**src/rtl/case_gen_pkg.sv**
```systemverilog
// Shared digit codes, pattern table and FSM states for the case vector generator.
// CASE_GEN_STICKY_ERR_EN widens expectations to carry the table index.
package case_gen_pkg;

   localparam logic [1:0] D0 = 2'b00;
   localparam logic [1:0] D1 = 2'b01;
   localparam logic [1:0] DX = 2'b10;
   localparam logic [1:0] DZ = 2'b11;

   // Entry i holds {msd,lsd} for table index i (index 15 listed first).
   localparam logic [15:0][3:0] PATTERN_LUT = {
      {DZ, DZ}, {DZ, DX}, {DZ, D1}, {DZ, D0},
      {DX, D0}, {DX, D1}, {DX, DZ}, {DX, DX},
      {D1, DX}, {D1, DZ}, {D1, D1}, {D1, D0},
      {D0, DZ}, {D0, DX}, {D0, D1}, {D0, D0}
   };

`ifdef CASE_GEN_STICKY_ERR_EN
   localparam int unsigned EXP_W = 5;
`else
   localparam int unsigned EXP_W = 1;
`endif

   typedef enum logic [2:0] {StIdle, StSend, StGap, StDrain, StDone} gen_state_e;

endpackage

```
**src/rtl/case_gen_exp_fifo.sv**
```systemverilog
// Synchronous expectation FIFO with flush; push and pop may coincide, even when full.
module case_gen_exp_fifo #(
   parameter int unsigned DEPTH = 4,
   parameter int unsigned WIDTH = 1,
   localparam int unsigned AW = $clog2(DEPTH),
   localparam int unsigned CW = AW + 1
) (
   input  logic             clk,
   input  logic             rst_n,
   input  logic             flush_i,
   input  logic             push_i,
   input  logic [WIDTH-1:0] wdata_i,
   input  logic             pop_i,
   output logic [WIDTH-1:0] rdata_o,
   output logic             full_o,
   output logic             empty_o,
   output logic [CW-1:0]    count_o
);

   logic [WIDTH-1:0] mem_q [DEPTH];
   logic [AW-1:0]    wr_ptr_q, rd_ptr_q;
   logic [CW-1:0]    count_q;
   logic             do_push, do_pop;

   assign empty_o = (count_q == '0);
   assign full_o  = (count_q == CW'(DEPTH));
   assign count_o = count_q;
   assign rdata_o = mem_q[rd_ptr_q];
   assign do_pop  = pop_i && !empty_o;
   // A full FIFO can accept a push only when the head leaves in the same cycle.
   assign do_push = push_i && (!full_o || do_pop);

   always_ff @(posedge clk) begin
      if (do_push && !flush_i) begin
         mem_q[wr_ptr_q] <= wdata_i;
      end
   end

   always_ff @(posedge clk or negedge rst_n) begin
      if (!rst_n) begin
         wr_ptr_q <= '0;
         rd_ptr_q <= '0;
         count_q  <= '0;
      end else if (flush_i) begin
         wr_ptr_q <= '0;
         rd_ptr_q <= '0;
         count_q  <= '0;
      end else begin
         if (do_push) wr_ptr_q <= wr_ptr_q + AW'(1);
         if (do_pop)  rd_ptr_q <= rd_ptr_q + AW'(1);
         if (do_push && !do_pop)      count_q <= count_q + CW'(1);
         else if (do_pop && !do_push) count_q <= count_q - CW'(1);
      end
   end

endmodule

```
**src/rtl/case_vector_gen.sv**
```systemverilog
// Issues the 16 two-digit four-state patterns as coded vectors and checks in-order responses.
// CASE_GEN_STICKY_ERR_EN: first mismatch latches err_idx_o and stops issuing.
module case_vector_gen
   import case_gen_pkg::*;
#(
   parameter int unsigned GAP_CYCLES = 0,
   parameter int unsigned NUM_PASSES = 1,
   parameter int unsigned FIFO_DEPTH = 4,
   parameter int unsigned ERR_W      = 8
) (
   input  logic             clk,
   input  logic             rst_n,
   input  logic             start_i,
   output logic             vec_valid_o,
   input  logic             vec_ready_i,
   output logic [3:0]       vec_code_o,
   output logic [3:0]       vec_idx_o,
   output logic             vec_exp_o,
   input  logic             rsp_valid_i,
   input  logic             rsp_y_i,
   output logic             busy_o,
   output logic             done_o,
   output logic [ERR_W-1:0] err_cnt_o,
`ifdef CASE_GEN_STICKY_ERR_EN
   output logic [3:0]       err_idx_o,
`endif
   output logic [7:0]       pass_cnt_o
);

   localparam int unsigned CW = $clog2(FIFO_DEPTH) + 1;

   gen_state_e       state_q;
   logic [3:0]       idx_q, code_q, idx_inc, gap_q;
   logic [7:0]       pass_q;
   logic [ERR_W-1:0] err_q;
   logic             busy_q, done_q;

   logic             xfer, restart, bypass, chk, mismatch, spurious, last, all_issued;
   logic             fifo_push, fifo_pop, fifo_full, fifo_empty, go_done;
   logic [EXP_W-1:0] push_data, fifo_rdata, chk_data;
   logic [CW-1:0]    fifo_count;

`ifdef CASE_GEN_STICKY_ERR_EN
   logic [3:0] err_idx_q;
   logic       err_lat_q;
   assign push_data = {idx_q, idx_q[0]};
   assign err_idx_o = err_idx_q;
`else
   assign push_data = idx_q[0];
`endif

   assign vec_valid_o = (state_q == StSend) && !fifo_full;
   assign vec_code_o  = code_q;
   assign vec_idx_o   = idx_q;
   assign vec_exp_o   = idx_q[0];
   assign busy_o      = busy_q;
   assign done_o      = done_q;
   assign err_cnt_o   = err_q;
   assign pass_cnt_o  = pass_q;

   always_comb begin
      xfer       = vec_valid_o && vec_ready_i;
      restart    = start_i && ((state_q == StIdle) || (state_q == StDone));
      idx_inc    = idx_q + 4'd1;
      // A zero-latency response to an empty FIFO checks the vector being pushed.
      bypass     = rsp_valid_i && fifo_empty && xfer;
      fifo_push  = xfer && !bypass;
      fifo_pop   = rsp_valid_i && !fifo_empty;
      chk_data   = fifo_empty ? push_data : fifo_rdata;
      chk        = fifo_pop || bypass;
      mismatch   = chk && (rsp_y_i != chk_data[0]);
      spurious   = rsp_valid_i && fifo_empty && !xfer;
      last       = (idx_q == 4'hF) && ((pass_q + 8'd1) == 8'(NUM_PASSES));
      all_issued = (pass_q == 8'(NUM_PASSES));
      go_done    = fifo_empty || (fifo_pop && (fifo_count == CW'(1)));
   end

   always_ff @(posedge clk or negedge rst_n) begin
      if (!rst_n) begin
         state_q   <= StIdle;
         idx_q     <= '0;
         code_q    <= '0;
         pass_q    <= '0;
         gap_q     <= '0;
         err_q     <= '0;
         busy_q    <= 1'b0;
         done_q    <= 1'b0;
`ifdef CASE_GEN_STICKY_ERR_EN
         err_idx_q <= '0;
         err_lat_q <= 1'b0;
`endif
      end else begin
         if ((mismatch || spurious) && (err_q != {ERR_W{1'b1}})) begin
            err_q <= err_q + ERR_W'(1);
         end
`ifdef CASE_GEN_STICKY_ERR_EN
         if (mismatch && !err_lat_q) begin
            err_lat_q <= 1'b1;
            err_idx_q <= chk_data[4:1];
         end
`endif
         unique case (state_q)
            StIdle, StDone: begin
               if (restart) begin
                  state_q   <= StSend;
                  idx_q     <= '0;
                  code_q    <= PATTERN_LUT[0];
                  pass_q    <= '0;
                  gap_q     <= '0;
                  err_q     <= '0;
                  busy_q    <= 1'b1;
                  done_q    <= 1'b0;
`ifdef CASE_GEN_STICKY_ERR_EN
                  err_idx_q <= '0;
                  err_lat_q <= 1'b0;
`endif
               end
            end
            StSend: begin
               if (xfer) begin
                  idx_q  <= idx_inc;
                  code_q <= PATTERN_LUT[idx_inc];
                  if (idx_q == 4'hF) pass_q <= pass_q + 8'd1;
                  if (GAP_CYCLES > 0) begin
                     state_q <= StGap;
                     gap_q   <= '0;
                  end else if (last) begin
                     state_q <= StDrain;
                  end
               end
            end
            StGap: begin
               if (gap_q == 4'(GAP_CYCLES - 1)) begin
                  state_q <= all_issued ? StDrain : StSend;
               end else begin
                  gap_q <= gap_q + 4'd1;
               end
            end
            StDrain: begin
               if (go_done) begin
                  state_q <= StDone;
                  busy_q  <= 1'b0;
                  done_q  <= 1'b1;
               end
            end
            default: state_q <= StIdle;
         endcase
`ifdef CASE_GEN_STICKY_ERR_EN
         if (mismatch && !err_lat_q && ((state_q == StSend) || (state_q == StGap))) begin
            state_q <= StDrain;
         end
`endif
      end
   end

   case_gen_exp_fifo #(
      .DEPTH (FIFO_DEPTH),
      .WIDTH (EXP_W)
   ) u_exp_fifo (
      .clk     (clk),
      .rst_n   (rst_n),
      .flush_i (restart),
      .push_i  (fifo_push),
      .wdata_i (push_data),
      .pop_i   (fifo_pop),
      .rdata_o (fifo_rdata),
      .full_o  (fifo_full),
      .empty_o (fifo_empty),
      .count_o (fifo_count)
   );

endmodule

```
**config.mk**
```make
export PLATFORM = sky130hd
export DESIGN_NAME = case_vector_gen
export DESIGN_NICKNAME = d
export VERILOG_FILES = /design/src/rtl/case_gen_pkg.sv /design/src/rtl/case_gen_exp_fifo.sv /design/src/rtl/case_vector_gen.sv
export SDC_FILE = /design/constraint.sdc
export NUM_CORES = 1
export LEC_CHECK = 0
export ABC_AREA = 1
export CAP_MARGIN = 10
export CORE_UTILIZATION = 50
export CTS_CLUSTER_SIZE = 16
export DETAILED_ROUTE_END_ITERATION = 7
export PLACE_DENSITY_LB_ADDON = 0.2
export SETUP_SLACK_MARGIN = 0.5
export SLEW_MARGIN = 20
export SYNTH_ARGS = -nofsm -noshare
export SYNTH_HDL_FRONTEND = slang
export SYNTH_SLANG_ARGS = --single-unit
```
**constraint.sdc**
```tcl
create_clock -name clk -period 1.7 [get_ports clk]
set_clock_uncertainty 0.05 [all_clocks]
set_input_delay 0.17 -clock clk [delete_from_list [all_inputs] [get_ports clk]]
set_output_delay 0.17 -clock clk [all_outputs]
set_load 0.005 [all_outputs]
```
==> Word-level counts from Yosys, hierarchy flattened <==
Memory sizes are Yosys's and may differ from the RTL's.
Cells that the tools add are included.
{ "word_totals": {"romBits": 64, "elab_cells": 122, "n_memories": 2, "out_inout_bits": 28, "latch_bits": 0, "in_bits": 6, "reg_bits": 40, "ramBits": 4} }
{ "memory_table": {"columns": ["memory", "words", "word_bits", "read_ports", "rd_clocked_by_memory_dff", "write_ports", "line", "text"], "rows": [
  ["(name not given)", 16, 4, 1, 0, 0, "case_vector_gen.sv:122", "code_q <= PATTERN_LUT[idx_inc];"],
  ["u_exp_fifo.mem_q", 4, 1, 1, 0, 1, "case_gen_exp_fifo.sv:20", "logic [WIDTH-1:0] mem_q [DEPTH];"]
]} }
{ "classes": {"shifts": 0, "n_mux": 38, "n_addsub": 8, "bitwise_logic": 0, "n_div": 0, "magnitude_cmp": 1, "multipliers": 0, "reduce_logical": 43, "eq_ne": 19} }
{ "op_table": {"columns": ["cell", "n"], "rows": [
  ["8-bit 2-to-1 mux", 6],
  ["3-bit 2-to-1 mux", 8],
  ["4-bit one-hot mux with 2 select lines", 3],
  ["4-bit 2-to-1 mux", 5],
  ["1-bit logical AND", 17],
  ["8-bit by 1-bit adder with 8-bit output, second input constant", 2],
  ["8-bit by 1-bit equality test with 1-bit output, second input constant", 2],
  ["8-bit one-hot mux with 2 select lines", 1],
  ["3-bit one-hot mux with 4 select lines", 1],
  ["2-bit 2-to-1 mux", 5],
  ["2-bit != test, second input constant", 5],
  ["2-bit nonzero test", 5],
  ["3-bit AND reduction", 3],
  ["4-bit by 1-bit adder with 4-bit output, second input constant", 2],
  ["4-bit equality test, second input constant", 2],
  ["8-bit != test, second input constant", 1],
  ["1-bit zero test", 7],
  ["1-bit 2-to-1 mux", 7],
  ["3-bit by 1-bit equality test with 1-bit output, second input constant", 2],
  ["3-bit by 2-bit equality test with 1-bit output, second input constant", 2],
  ["3-bit equality test, second input constant", 2],
  ["3-bit zero test", 2],
  ["1-bit logical OR", 5],
  ["4-bit by 5-bit < comparator with 1-bit output, second input constant", 1],
  ["10 further kinds", 13]
]} }

==> Logic depth before layout (Yosys ltp) <==
Gate-level depths: netlist of run 1.
{ "depth": {"depth_word": 13, "depth_mapped": 13, "depth_no_buf": 12} }

==> Cells and area by module <==
From an unflattened synthesis of run 1, not the netlist that was laid out.
{ "unflattened": {"cells_unflattened": 335, "hier_area_um2": 2717.6} }
{ "by_module_without_submodules": {"columns": ["mod", "cells_each", "area_each_um2", "instances", "seq_area_each_um2"], "rows": [
  ["case_vector_gen", 254, 2018.2, 1, 775.7],
  ["case_gen_exp_fifo", 81, 699.4, 1, 295.3]
]} }

==> Least setup slack after synthesis of run 1 <==
Ideal clock, no wire load.
{ "synth_path": {"kind": "register to register", "start": "register u_exp_fifo.count_q[0], in the netlist u_exp_fifo.count_o[0]", "end": "register err_q[2], in the netlist err_cnt_o[2]", "t_arrival_ps": 1600, "setup_time_ps": 119, "period_less_slack_ps": 1769, "path_stages_with_launch": 12, "path_slack_ps": -69, "cell_sequence": "dfrtp_1 inv_1 ha_1 inv_1 nor2_8 inv_4 or2_0 nand3_2 nand3_4 buf_6 a21oi_1 nor2_1"} }
{ "synth_between": {"elab_chain_len": 12, "word_cells_on_any_way": 20} }
{ "synth_lines": {"columns": ["item", "line", "text"], "rows": [
  ["start, declared", "case_gen_exp_fifo.sv:22", "logic [CW-1:0] count_q;"],
  ["start signal, assigned", "case_gen_exp_fifo.sv:51", "if (do_push && !do_pop) count_q <= count_q + CW'(1);"],
  ["start signal, assigned", "case_gen_exp_fifo.sv:52", "else if (do_pop && !do_push) count_q <= count_q - CW'(1);"],
  ["3-bit equality test", "case_gen_exp_fifo.sv:26", "assign full_o = (count_q == CW'(DEPTH));"],
  ["1-bit zero test", "case_vector_gen.sv:52", "assign vec_valid_o = (state_q == StSend) && !fifo_full;"],
  ["1-bit logical AND", "case_vector_gen.sv:52", null],
  ["1-bit logical AND", "case_vector_gen.sv:62", "xfer = vec_valid_o && vec_ready_i;"],
  ["1-bit logical AND", "case_vector_gen.sv:66", "bypass = rsp_valid_i && fifo_empty && xfer;"],
  ["1-bit logical OR", "case_vector_gen.sv:70", "chk = fifo_pop || bypass;"],
  ["1-bit logical AND", "case_vector_gen.sv:71", "mismatch = chk && (rsp_y_i != chk_data[0]);"],
  ["1-bit logical OR (*)", "case_vector_gen.sv:93", "if ((mismatch || spurious) && (err_q != {ERR_W{1'b1}})) begin"],
  ["1-bit logical AND (*)", "case_vector_gen.sv:93", null],
  ["8-bit 2-to-1 mux (*)", "case_vector_gen.sv:93", null],
  ["8-bit 2-to-1 mux", "case_vector_gen.sv:104", "if (restart) begin"],
  ["8-bit 2-to-1 mux (*)", "case_vector_gen.sv:102", "unique case (state_q)"],
  ["end signal, assigned", "case_vector_gen.sv:94", "err_q <= err_q + ERR_W'(1);"],
  ["end, declared", "case_vector_gen.sv:35", "logic [ERR_W-1:0] err_q;"]
]} }
Mark *: on every way between the ends. The rest lies on a longest branch, timed or not.
A chain may end at the register's enable or synchronous reset.

==> Worst setup path after layout of run 1 <==
{ "layout_path": {"start": "register pass_q[0], in the netlist pass_cnt_o[0]", "end": "register state_q[0]"} }
{ "layout_between": {"elab_chain_len": 5} }
{ "layout_lines": {"columns": ["item", "line", "text"], "rows": [
  ["start, declared", "case_vector_gen.sv:34", "logic [7:0] pass_q;"],
  ["start signal, assigned", "case_vector_gen.sv:123", "if (idx_q == 4'hF) pass_q <= pass_q + 8'd1;"],
  ["8-bit by 1-bit adder with 8-bit output", "case_vector_gen.sv:73", "last = (idx_q == 4'hF) && ((pass_q + 8'd1) == 8'(NUM_PASSES));"],
  ["8-bit by 1-bit equality test with 1-bit output", "case_vector_gen.sv:73", null],
  ["1-bit logical AND", "case_vector_gen.sv:73", null],
  ["2-bit != test (no line)", null, null],
  ["5-bit AND reduction (no line)", null, null],
  ["end signal, assigned", "case_vector_gen.sv:80", "state_q <= StIdle;"],
  ["end signal, assigned", "case_vector_gen.sv:105", "state_q <= StSend;"],
  ["end signal, assigned", "case_vector_gen.sv:125", "state_q <= StGap;"],
  ["end, declared", "case_vector_gen.sv:32", "gen_state_e state_q;"]
]} }
No other way between the ends.

==> results of run 1 <==
-- cells by family (layout without fill, tap and decap cells) --
group / count (synthesis) / after routing / synth area share
and+or+nand+nor: 152 / 153 / 0.288
DFF: 42 / 42 / 0.414
xor gates and xnor gates: 9 / 9 / 0.0304
AOI/OAI and AO/OA: 43 / 43 / 0.0990
adders and majority gates: 14 / 14 / 0.0676
buffers and inverters: 60 / 163 / 0.101
-- what timing repair did --
item                                   in CTS  in global routing
hold buffers                                1                  0
endpoints found under the hold margin      17                  0
pin swaps                                  19                 20
gates resized for setup                   130                 79
setup endpoints to repair                  70                 62
gates cloned                                2                  0
buffers inserted                           37                 10
-- synth_stat cells (4+ instances only) --
| cell | instances |
|---|---|
| a21oi_1 | 12 |
| dfrtp_1 | 38 |
| edfxtp_1 | 4 |
| ha_1 | 14 |
| inv_1 | 52 |
| nand2_1 | 64 |
| nand3_1 | 27 |
| nand3_2 | 4 |
| nand4_1 | 5 |
| nor2_1 | 30 |
| nor3_1 | 5 |
| o21ai_0 | 14 |
| o21ai_1 | 5 |
| xnor2_1 | 4 |
| xor2_1 | 5 |
-- cell usage in the layout, fill, tap and decap left out, drive strengths merged --
master,instances
or2,2
nor4,1
nand3b,2
a211oi,1
ha,14
xnor2,4
nand3,33
a31oi,1
dlygate4sd2,4
o22ai,3
a22o,1
clkinv,2
clkdlybuf4s15,6
a21oi,13
nand4,5
buf,82
o21ai,20
clkdlybuf4s50,4
o21a,1
a21boi,1
o211ai,2
nor2,35
edfxtp,4
nor3b,1
clkbuf,11
dlygate4sd3,1
nor3,6
xor2,5
inv,53
dfrtp,38
nand2,68
-- worst reg2reg max path, delay by kind of cell, from the launching register on --
family / cells / cell delay [ns]
simple gates: 7 / 0.75
xor+xnor: 1 / 0.20
flops: 1 / 0.43
buf+inv: 2 / 0.24
-- metal layers --
layer  vias to the layer above  global-route usage
met3                        18              0.0434
met1                      1248               0.336
met5                         -                   0
met2                        86               0.467
li1                       1240                   -
met4                         0              0.0983
-- state kept, by name, indices dropped and copies added (netlist names) --
register,flops
busy_o,1
done_o,1
err_cnt_o,8
gap_q,4
pass_cnt_o,8
state_q,3
u_exp_fifo.count_o,3
u_exp_fifo.mem_q,4
u_exp_fifo.rd_ptr_q,2
u_exp_fifo.wr_ptr_q,2
vec_code_o,2
vec_idx_o,4
-- worst min path at each step --
stage,startpoint,end,slack (ns),depth (start not counted)
2_1_floorplan,rst_n,busy_o$_DFFE_PN0P_,-0.18,0
3_3_place_gp,rst_n,u_exp_fifo.rd_ptr_q[1]$_DFFE_PN0P_,0.09,1
3_5_place_dp,rst_n,u_exp_fifo.rd_ptr_q[1]$_DFFE_PN0P_,0.09,1
4_1_cts,rst_n,busy_o$_DFFE_PN0P_,0.32,2
5_1_grt,rst_n,u_exp_fifo.count_o[1]$_DFFE_PN0P_,0.34,2
6_report,rst_n,u_exp_fifo.rd_ptr_q[1]$_DFFE_PN0P_,0.32,2
-- layout make-up --
| type | instances | area (um^2) |
|---|---|---|
| Clock inverter | 1 | 5.00 |
| Timing Repair inverter | 1 | 16.3 |
| Timing Repair Buffer | 101 | 965 |
| Clock buffer | 7 | 86.3 |
| Inverter | 53 | 221 |
| Fill cell | 259 | 763 |
| Sequential cell | 42 | 1080 |
| Multi-Input combinational cell | 219 | 1630 |
| Tap cell | 67 | 83.8 |
-- metrics by stage --
step,hold WS [ns],instances,area [um^2],TNS (ns),util
2_1_floorplan,-0.176,320,2700,-0.0800,-
3_3_place_gp,0.0909,433,3210,0,0.662
3_5_place_dp,0.0897,433,3210,-0.0304,0.662
4_1_cts,0.321,481,3800,0,0.785
5_1_grt,0.340,491,4090,-2.28,0.843
6_report,0.316,491,4090,-0.357,0.843
-- power breakdown --
group | internal, mW | switching, mW | leakage [nW]
Clock | 0.328 | 0.341 | 0.0482
Combinational | 2.09 | 2.26 | 1.37
Sequential | 1.33 | 0.323 | 0.525
==> results.json, run 1 <==
{
  "htreeDepth": 2,
  "reg2regPathDepth": 10,
  "timing_worst_slew_pin_value_ns": 0.482,
  "hold_path.class": "input port to asynchronous set/reset pin",
  "dr.pass1.iters": 4,
  "finalMaxSlewViolations": 0,
  "setup_ws_ns": -0.0959,
  "synthToLayoutAreaGrowth_pct": 57.7,
  "dp_hpwl_um": 3960,
  "antenna_found_initial": 0,
  "ys_warn_count": 0,
  "design_power_total_mw": 6.66,
  "cpPeakStageDelay_ns": 0.43,
  "grt_first_pass_wirelength_um": 11100,
  "cp-start-kind": "register",
  "gp_congestion": 0.815,
  "crit_path_end_kind": "register",
  "endpoint": "state_q[0]$_DFFE_PN0P_",
  "power_density_nw_per_um2": 1630,
  "grt_pass1_vias": 2477,
  "grt_max_degree": 22,
  "r2r-end": "state_q[0]$_DFFE_PN0P_",
  "route.met3.wl_um": 366,
  "numCtsBuffers": 5,
  "num_vias": 2592,
  "drive_gt1_frac": 0.460,
  "root_buffer": "clkbuf_8",
  "avgRoutedWirePerCell_um": 15.3,
  "clockBufferDepth": 2,
  "cpMostUsedCell": "nand2_1",
  "violations": "setup timing",
  "cp_max_fo": 3,
  "required_ns": 1.83,
  "path_clk_slew_ns": 0.08,
  "r2r_start": "pass_cnt_o[0]$_DFFE_PN0P_",
  "async_flop_share": 0.905,
  "clock_latency_ns": 0.29,
  "path_class": "register to register",
  "dieArea_um2": 5470,
  "nets": 443,
  "drc": 0,
  "core.rowCount": 25,
  "synthTopCellsByArea": "dfrtp_1, nand2_1, inv_1, ha_1, nand3_1",
  "slew_headroom": 0.679,
  "worst-path-stages": 10,
  "netlist_area_um2": 2590,
  "yosysSeqAreaShare": 0.414,
  "wl_met2_um": 3940,
  "wl_um": 7510,
  "cp-startpoint": "pass_cnt_o[0]$_DFFE_PN0P_",
  "die_w_um": 74.0,
  "yosysTopAreaCell": "dfrtp_1",
  "synthFlopType": "dfrtp_1",
  "synth_enable_flop_cells": 4,
  "rsz0062_at_grt": "true",
  "max_freq_mhz": 557,
  "topRoutingLayerUsed": "met4",
  "core_area_um2": 4850,
  "syn_inst": 320,
  "cap_violations": 0,
  "ant_nets": 0,
  "via_per_inst": 5.28,
  "ir_drop_v": 0.00117,
  "cp_slowest_cell": "dfrtp_1",
  "synth_top_area_frac": 0.367,
  "post-route-period-util": 1.06,
  "r2r_slack_ns": -0.1,
  "p_leak_nw": 1.95,
  "cp.arrival_ns": 1.93,
  "path_cells": "buf_6 -> nand3_2 -> inv_2 -> nand3_1 -> xor2_2 -> nand3_1 -> nand2_1 -> nand2_1 -> nand2_1 -> nand2_1",
  "fp.dieH_um": 74.0,
  "synth_area_per_cell_um2": 8.09,
  "track_usage": 0.268,
  "path_delay_family": "simple AND/OR/NAND/NOR gates",
  "clock-sinks": 42,
  "initial_core_util": 0.534,
  "grt_overflow": 0,
  "cts_tree": "built",
  "setup_viol": 10,
  "port_buffers": 33,
  "yosysUniqueCellTypes": 41,
  "syn-num-nets": 340,
  "dr.first_iter.drc_count": 89,
  "ios": 34,
  "m1WireLength_um": 3040,
  "dp_slack_ns": -0.0245,
  "antenna_cells": 0,
  "critPathBufInv": 2,
  "fin_crit_ns": 1.80,
  "status": "finished with violations",
  "synth_seq_cells": 42,
  "hold_viol_final": 0
}
No activity file was read; power rests on OpenSTA's default activity.
==> run 2: changes to the inputs <==
- TNS_END_PERCENT: default -> 10
==> results.json, run 2 (synthesized netlist as in run 1, its figures left out) <==
{
  "core.rowCount": 25,
  "required_ns": 1.85,
  "numCtsBuffers": 5,
  "clock-sinks": 42,
  "path_class": "register to register",
  "antenna_found_initial": 0,
  "dp_hpwl_um": 3970,
  "max_freq_mhz": 582,
  "grt_pass1_vias": 2260,
  "r2r-end": "err_cnt_o[0]$_DFF_PN0_",
  "avgRoutedWirePerCell_um": 13.1,
  "ir_drop_v": 0.000834,
  "p_seq_frac": 0.289,
  "nets": 407,
  "dieArea_um2": 5470,
  "path_clk_slew_ns": 0.08,
  "p_leak_nw": 1.68,
  "fin_util": 0.727,
  "dp_slack_ns": -0.0463,
  "ios": 34,
  "grt_overflow": 0,
  "antenna_cells": 0,
  "htreeDepth": 2,
  "initial_core_util": 0.534,
  "track_usage": 0.240,
  "grt_first_pass_wirelength_um": 10000,
  "placed_cells": 435,
  "r2r_slack_ns": -0.02,
  "cp_slowest_cell": "dfrtp_1",
  "layout_common_cells": "nand2_1, inv_1, dfrtp_1, nand3_1, buf_4",
  "port_buffers": 33,
  "clockPowerShare": 0.120,
  "power_density_nw_per_um2": 1600,
  "pwr-share-comb": 0.591,
  "clock_latency_ns": 0.30,
  "cts_tree": "built",
  "swShare": 0.441,
  "power.internal_mw": 3.16,
  "clockBufferDepth": 2,
  "slew_headroom": 0.705,
  "ant_nets": 0,
  "critPathBufInv": 3,
  "violations": "setup timing",
  "p_sw_mw": 2.49,
  "gp_congestion": 0.897,
  "fin_hold_ws_ns": 0.294,
  "cp.arrival_ns": 1.87,
  "grt_max_degree": 22,
  "fp.dieH_um": 74.0,
  "crit_path_end_kind": "register",
  "path_delay_family": "simple AND/OR/NAND/NOR gates",
  "core_area_um2": 4850,
  "wl_um": 5950,
  "dr.first_iter.drc_count": 120,
  "post-route-period-util": 1.01,
  "cap_violations": 0,
  "hold_path.class": "input port to asynchronous set/reset pin",
  "cp-start-kind": "register",
  "r2r_start": "u_exp_fifo.count_o[0]$_DFFE_PN0P_",
  "status": "finished with violations",
  "drc": 0,
  "hold_viol_final": 0,
  "setup_ws_ns": -0.0171,
  "place_area_um2": 3130,
  "via_per_inst": 5.11,
  "final_common_cell": "nand2_1",
  "timing_worst_slew_pin_value_ns": 0.443,
  "root_buffer": "clkbuf_8",
  "path_cells": "inv_2 -> ha_4 -> inv_4 -> nor2_8 -> inv_4 -> or2_0 -> nand3_2 -> nand3_4 -> nand2_2 -> nand2_1 -> nand2_1 -> nor2_1",
  "finalNonFillerCells": 455,
  "dr.pass1.iters": 4,
  "design_power_total_mw": 5.65,
  "cp_max_fo": 8,
  "num_vias": 2325,
  "cpPeakStageDelay_ns": 0.39,
  "synthToLayoutAreaGrowth_pct": 36.1,
  "tns_ns": -0.0230,
  "die_w_um": 74.0,
  "rsz0062_at_grt": "true",
  "finalMaxSlewViolations": 0,
  "fin_area_um2": 3520,
  "setup_viol": 2,
  "drive_gt1_frac": 0.332,
  "fin_crit_ns": 1.72,
  "reg2regPathDepth": 12,
  "nFillCells": 378
}
==> run 2: changes by cell type in the layout (fill, tap and decap cells not counted), sizes merged <==
cell and change:
clkinvlp +2, dlygate4sd2 -3, clkdlybuf4s15 +4, inv -2, clkbuf +1, clkinv -1, clkdlybuf4s50 +2, buf -39
==> run 2: power by group through the flow <==
stage	registers (mW)	clock network, mW	logic [mW]
after CTS	1.63	0.688	3.23
after global routing	1.67	0.728	3.67
after detailed placement	1.62	0	2.73
final	1.63	0.679	3.34
after global placement	1.61	0	2.67
after floorplan	1.61	0	1.77
==> run 2: how the worst max path moves through the flow <==
| stage | startpoint | to | slack, ns | depth (start not counted) |
|---|---|---|---|---|
| floorplan | u_exp_fifo.count_o[0]$_DFFE_PN0P_ | err_cnt_o[2]$_DFF_PN0_ | -0.01 | 11 |
| global placement | u_exp_fifo.count_o[0]$_DFFE_PN0P_ | state_q[0]$_DFFE_PN0P_ | -0.01 | 12 |
| detailed placement | u_exp_fifo.count_o[0]$_DFFE_PN0P_ | err_cnt_o[0]$_DFF_PN0_ | -0.05 | 12 |
| CTS | u_exp_fifo.count_o[0]$_DFFE_PN0P_ | err_cnt_o[0]$_DFF_PN0_ | -0.01 | 12 |
| global route | u_exp_fifo.count_o[0]$_DFFE_PN0P_ | err_cnt_o[0]$_DFF_PN0_ | -0.11 | 13 |
| finish | u_exp_fifo.count_o[0]$_DFFE_PN0P_ | err_cnt_o[0]$_DFF_PN0_ | -0.02 | 12 |
==> run 2: timing repair <==
action                                 CTS  global route
setup endpoints to repair               70            58
hold buffers                             1             0
endpoints found under the hold margin   17             0
resized for setup                      140            20
setup buffers                            9             1
pin swaps                               41            18
gates cloned                             1             0
==> run 2: final cells by class <==
cell class | count | area [um^2] | area share
multi-input combinational | 219 | 1480 | 0.419
sequential | 42 | 1080 | 0.306
tap | 67 | 83.8 | 0.0238
clock buffer | 7 | 86.3 | 0.0245
clock inverter | 1 | 5.00 | 0.00142
inverter | 53 | 216 | 0.0614
timing repair buffer | 66 | 579 | 0.164
==> run 2: routing by layer <==
metal,track usage,part of all wire,vias up
li1,-,-,1165
met1,0.303,0.44,1090
met2,0.411,0.50,61
met3,0.0474,0.038,9
met4,0.0812,0.015,0
met5,0,0,-
==> run 2: worst reg2reg max path, stage by stage, from the launching register on <==
cell,delay [ns]
dfrtp_1,0.39
inv_2,0.08
ha_4,0.15
inv_4,0.05
nor2_8,0.11
inv_4,0.05
or2_0,0.21
nand3_2,0.13
nand3_4,0.15
nand2_2,0.11
nand2_1,0.05
nand2_1,0.05
nor2_1,0.03
==> run 3: changes to the inputs <==
- CAP_MARGIN: 10 -> 20
==> results of run 3 <==
The final DEF is identical to that of run 2; final timing and power are the same.
==> edit 1: new RTL, flow settings as in run 1 <==
Make the reset (`rst_n`) synchronous in 2 clocked blocks.
--- a/src/rtl/case_gen_exp_fifo.sv
+++ b/src/rtl/case_gen_exp_fifo.sv
@@ -36,7 +36,7 @@
       end
    end
 
-   always_ff @(posedge clk or negedge rst_n) begin
+   always_ff @(posedge clk) begin
       if (!rst_n) begin
          wr_ptr_q <= '0;
          rd_ptr_q <= '0;
--- a/src/rtl/case_vector_gen.sv
+++ b/src/rtl/case_vector_gen.sv
@@ -75,7 +75,7 @@
       go_done    = fifo_empty || (fifo_pop && (fifo_count == CW'(1)));
    end
 
-   always_ff @(posedge clk or negedge rst_n) begin
+   always_ff @(posedge clk) begin
       if (!rst_n) begin
          state_q   <= StIdle;
          idx_q     <= '0;
Formal check against the unedited RTL: differs if rst_n is asserted again (counterexample within 4 cycles, from zero or initial values and one cycle with rst_n low); with rst_n held inactive, the same outputs for 4 cycles.
==> edit 1 against run 1 <==
  * Synthesized area decreased by 0.97%
  * Non-clock buffer count fell by 3
  * Via count increased by 9.8%
  * Sequential cell count grew 2
  * Setup slack improved by 0.0075 ns
  * Largest cell class unchanged
  * Power increased by 7.4%
  * Routed wire length is 19% higher
  * Design area decreased by 0.21%
  * The run still ends with setup timing left
  * Sequential power shrank 4%
  * Critical path type unchanged
  * Core utilization increased by 0.37 points
  * Critical path depth rose by 2
  * Die area down 0.93%
==> edit 1: results (changes against run 1) <==
asr flop ratio synth=0 (-0.905); final setup fails=12 (+2); crit path max-delay cell type=dfxtp_2; Worst R2R Path Depth=12 (+2); Arrival @ worst endpoint=1.76 ns (-0.17 ns); met2 Use GR=0.596 (+0.130); Compound-Gate Fraction of Synth Area=0.124 (+0.0249); status=finished with violations; DP HPWL=4400 um (+11%); Met1 Wirelength=3310 um (+9.0%); P_seq=1.59 mW (-4%); Synth Area in Adders=0.0732 (+0.00554); Final WS setup=-0.0884 ns (+0.00753 ns); relative slew slack=0.795 (+0.116); P_clk=0.795 mW (+19%); fraction of layout cells with a size suffix above 1=0.447 (-0.0130); Critical Path Sink=u_exp_fifo.mem_q[1]$_DFFE_PP_; Seq/Total Area, Yosys=0.359 (-0.0545); Met3 Wirelength=342 um (-6.6%); switching share of power=0.454 (+0.0154); hold_buf cts=0 (-1); CP delay by family, top=buffers and inverters; WL/cell=17.2 um (+12%); slowest stage delay, CP=0.34 ns (-0.09 ns); failing checks=setup timing; Synth Area in XOR/XNOR=0.0376 (+0.00713); Net Count, Synth=373 (+9.7%); Max IR drop VDD=0.00154 V (+31%); DR WL met2=4740 um (+20%); GR met1 Demand/Resource=0.332 (-0.00377); top cells by count, synth=67 x nand2_1, 51 x inv_1, 40 x dfxtp_1; P_sw=3.25 mW (+11%); via count=2847 (+9.8%); routability cong.=0.886 (+8.7%); FF-to-FF Start=u_exp_fifo.count_o[1]$_SDFFE_PP0P_; Leak=1.79 nW (-7.9%); global-route wire length before repair=13000 um (+18%); Nets=472 (+6.5%); global routing usage on met3=0.0590 (+0.0156); Fill cells=267 (+3.1%); DRT iter0 DRCs=193 (+120%)
## edit 1: cell count changes in the layout (fill, tap and decap cells not counted), sizes merged, moves of 3 or more
cell           delta
dfrtp            -38
clkdlybuf4s15     -6
dfxtp            +40
inv               +6
nor2              +3
a21oi            +20
dlygate4sd2      +14
o21ai             -4
buf              -11
a211oi            +3
nand2             +4
o22ai             -3
## edit 1: through the flow
step | cell area [um^2] | util | std cells
after detailed placement | 3240 | 0.672 | 469
after floorplan | 2690 | - | 352
final | 4080 | 0.846 | 519
after CTS | 3880 | 0.805 | 512
after global placement | 3240 | 0.672 | 469
after global routing | 4080 | 0.846 | 519
## edit 1: layout make-up
type	count	share of cell area
inverter	60	0.0608
multi-input combinational	242	0.439
clock buffer	5	0.0169
timing repair buffer	98	0.214
sequential	44	0.240
tap	67	0.0206
clock inverter	3	0.00921
## edit 1: repair_timing
action	CTS	global route
gates cloned	2	0
pin swaps	19	18
resized for setup	134	53
setup endpoints to repair	72	54
setup buffers	33	7
==> edit 2: new RTL, flow settings as in run 1 <==
Without the edit above. Build with the macro `CASE_GEN_STICKY_ERR_EN` defined.
--- a/src/rtl/case_gen_pkg.sv
+++ b/src/rtl/case_gen_pkg.sv
@@ -1,5 +1,7 @@
 // Shared digit codes, pattern table and FSM states for the case vector generator.
 // CASE_GEN_STICKY_ERR_EN widens expectations to carry the table index.
+`define CASE_GEN_STICKY_ERR_EN
+
 package case_gen_pkg;
 
    localparam logic [1:0] D0 = 2'b00;
Function (old outputs only; new: err_idx_o): changed (a bounded check fails within 4 cycles, from zero or initial values and one cycle with rst_n low).
==> edit 2 against run 1 <==
  * The run still ends with setup timing left
  * Design area grew 28%
  * Routed wire length up 41%
  * Synthesized area grew 27%
  * Power up 31%
  * Critical path depth rose by 4
  * Core utilization is 1.7 points lower
  * Sequential cell count grew 17
  * Combinational power up 19%
  * Setup slack worse by 0.12 ns
  * Worst hold slack worse by 0.028 ns
==> edit 2: results (changes against run 1) <==
status=finished with violations; Leak=2.45 nW (+26%); sequential cell area=0.00156 mm^2 (+45%); Post-Synthesis Cells=385 (+20%); DP Worst Slack=-0.118 ns (-0.0934 ns); inverters=48 (-11%); Max IR drop VDD=0.00115 V (-2.0%); Synth Area in Adders=0.0533 (-0.0144); Compound-Gate Fraction of Synth Area=0.0967 (-0.00238); number of synthesized flops with an enable pin=16 (+12); GRT Total Usage=0.277 (+0.00895); Met1 Wirelength=4280 um (+41%); Post-Place Cells=530 (+22%); mux cell area share after synthesis=0.00342 (+0.00342); synth top area cells=dfrtp_1 33%, edfxtp_1 15%, nand2_1 9.4%; DRT iter0 DRCs=251 (+180%); # clk buffers=10 (+3); Nets=545 (+23%); P&R area growth vs syn=59.5%; Non-CTS buffers=142 (+41%); Worst R2R Path Depth=14 (+4); Fill cells=352 (+36%); final hold slack=0.288 ns (-0.0282 ns); Met3 Wirelength=601 um (+64%); vias in the first global route=3238 (+31%); multi-input gate share of the layout cell area=0.360 (-0.0384); Finished Core Util=0.826 (-0.0168); top cells by count, synth=82 x nand2_1, 46 x inv_1, 43 x dfrtp_1; Net Count, Synth=405 (+19%); failing checks=setup timing; Area after DPL=0.00411 mm^2 (+28%); global-route wire length before repair=15100 um (+36%); CTS Buf Count=9 (+4); DP HPWL=5590 um (+41%); via count=3371 (+30%); final setup fails=43 (+33); fraction of layout cells with a size suffix above 1=0.466 (+0.00613); Clock Network Area Fraction=0.0396 (+0.0173); Multi-input gate area=0.00189 mm^2 (+16%); largest net degree at the start of global routing=26 (+18%); Final WS setup=-0.219 ns (-0.123 ns); post-synthesis register bit count=59 (+40%); comb_multi_in=265 (+21%); non-clk buf share=0.245 (+0.00843); setup TNS=-2.63 ns (-2.27 ns); DR WL met2=5450 um (+39%); routability cong.=0.846 (+3.8%); global routing usage on met3=0.0477 (+0.00435); Max FO, Critical Path=4 (+1); Synth Area in XOR/XNOR=0.0320 (+0.00153); GR met1 Demand/Resource=0.343 (+0.00717); number of port buffers=37 (+12%); synth unique cells=40 (-2.4%)
## edit 2: what timing repair did
item / 4_1_cts / 5_1_grt
resized for setup: 198 / 57
hold buffers: 1 / 0
setup buffers: 49 / 11
setup endpoints to repair: 91 / 84
pin swaps: 14 / 16
endpoints found under the hold margin: 18 / 0
## edit 2: worst max-delay path: stages (launching register included)
cell and delay, ns:
dfrtp_1 0.37, inv_2 0.06, ha_4 0.16, nand2_2 0.07, inv_2 0.05, nor2_4 0.11, nand3_2 0.14, nand2_4 0.12
nand2_2 0.06, nor2_2 0.15, nand3_2 0.12, nand2_2 0.13, nand2_1 0.08, nand2_1 0.06, nand2_1 0.08
## edit 2: power breakdown
group | internal (mW) | total (mW) | switching, mW
registers | 1.83 | 2.12 | 0.295
clock network | 0.813 | 1.41 | 0.593
logic | 2.42 | 5.17 | 2.75
total | 5.06 | 8.70 | 3.64
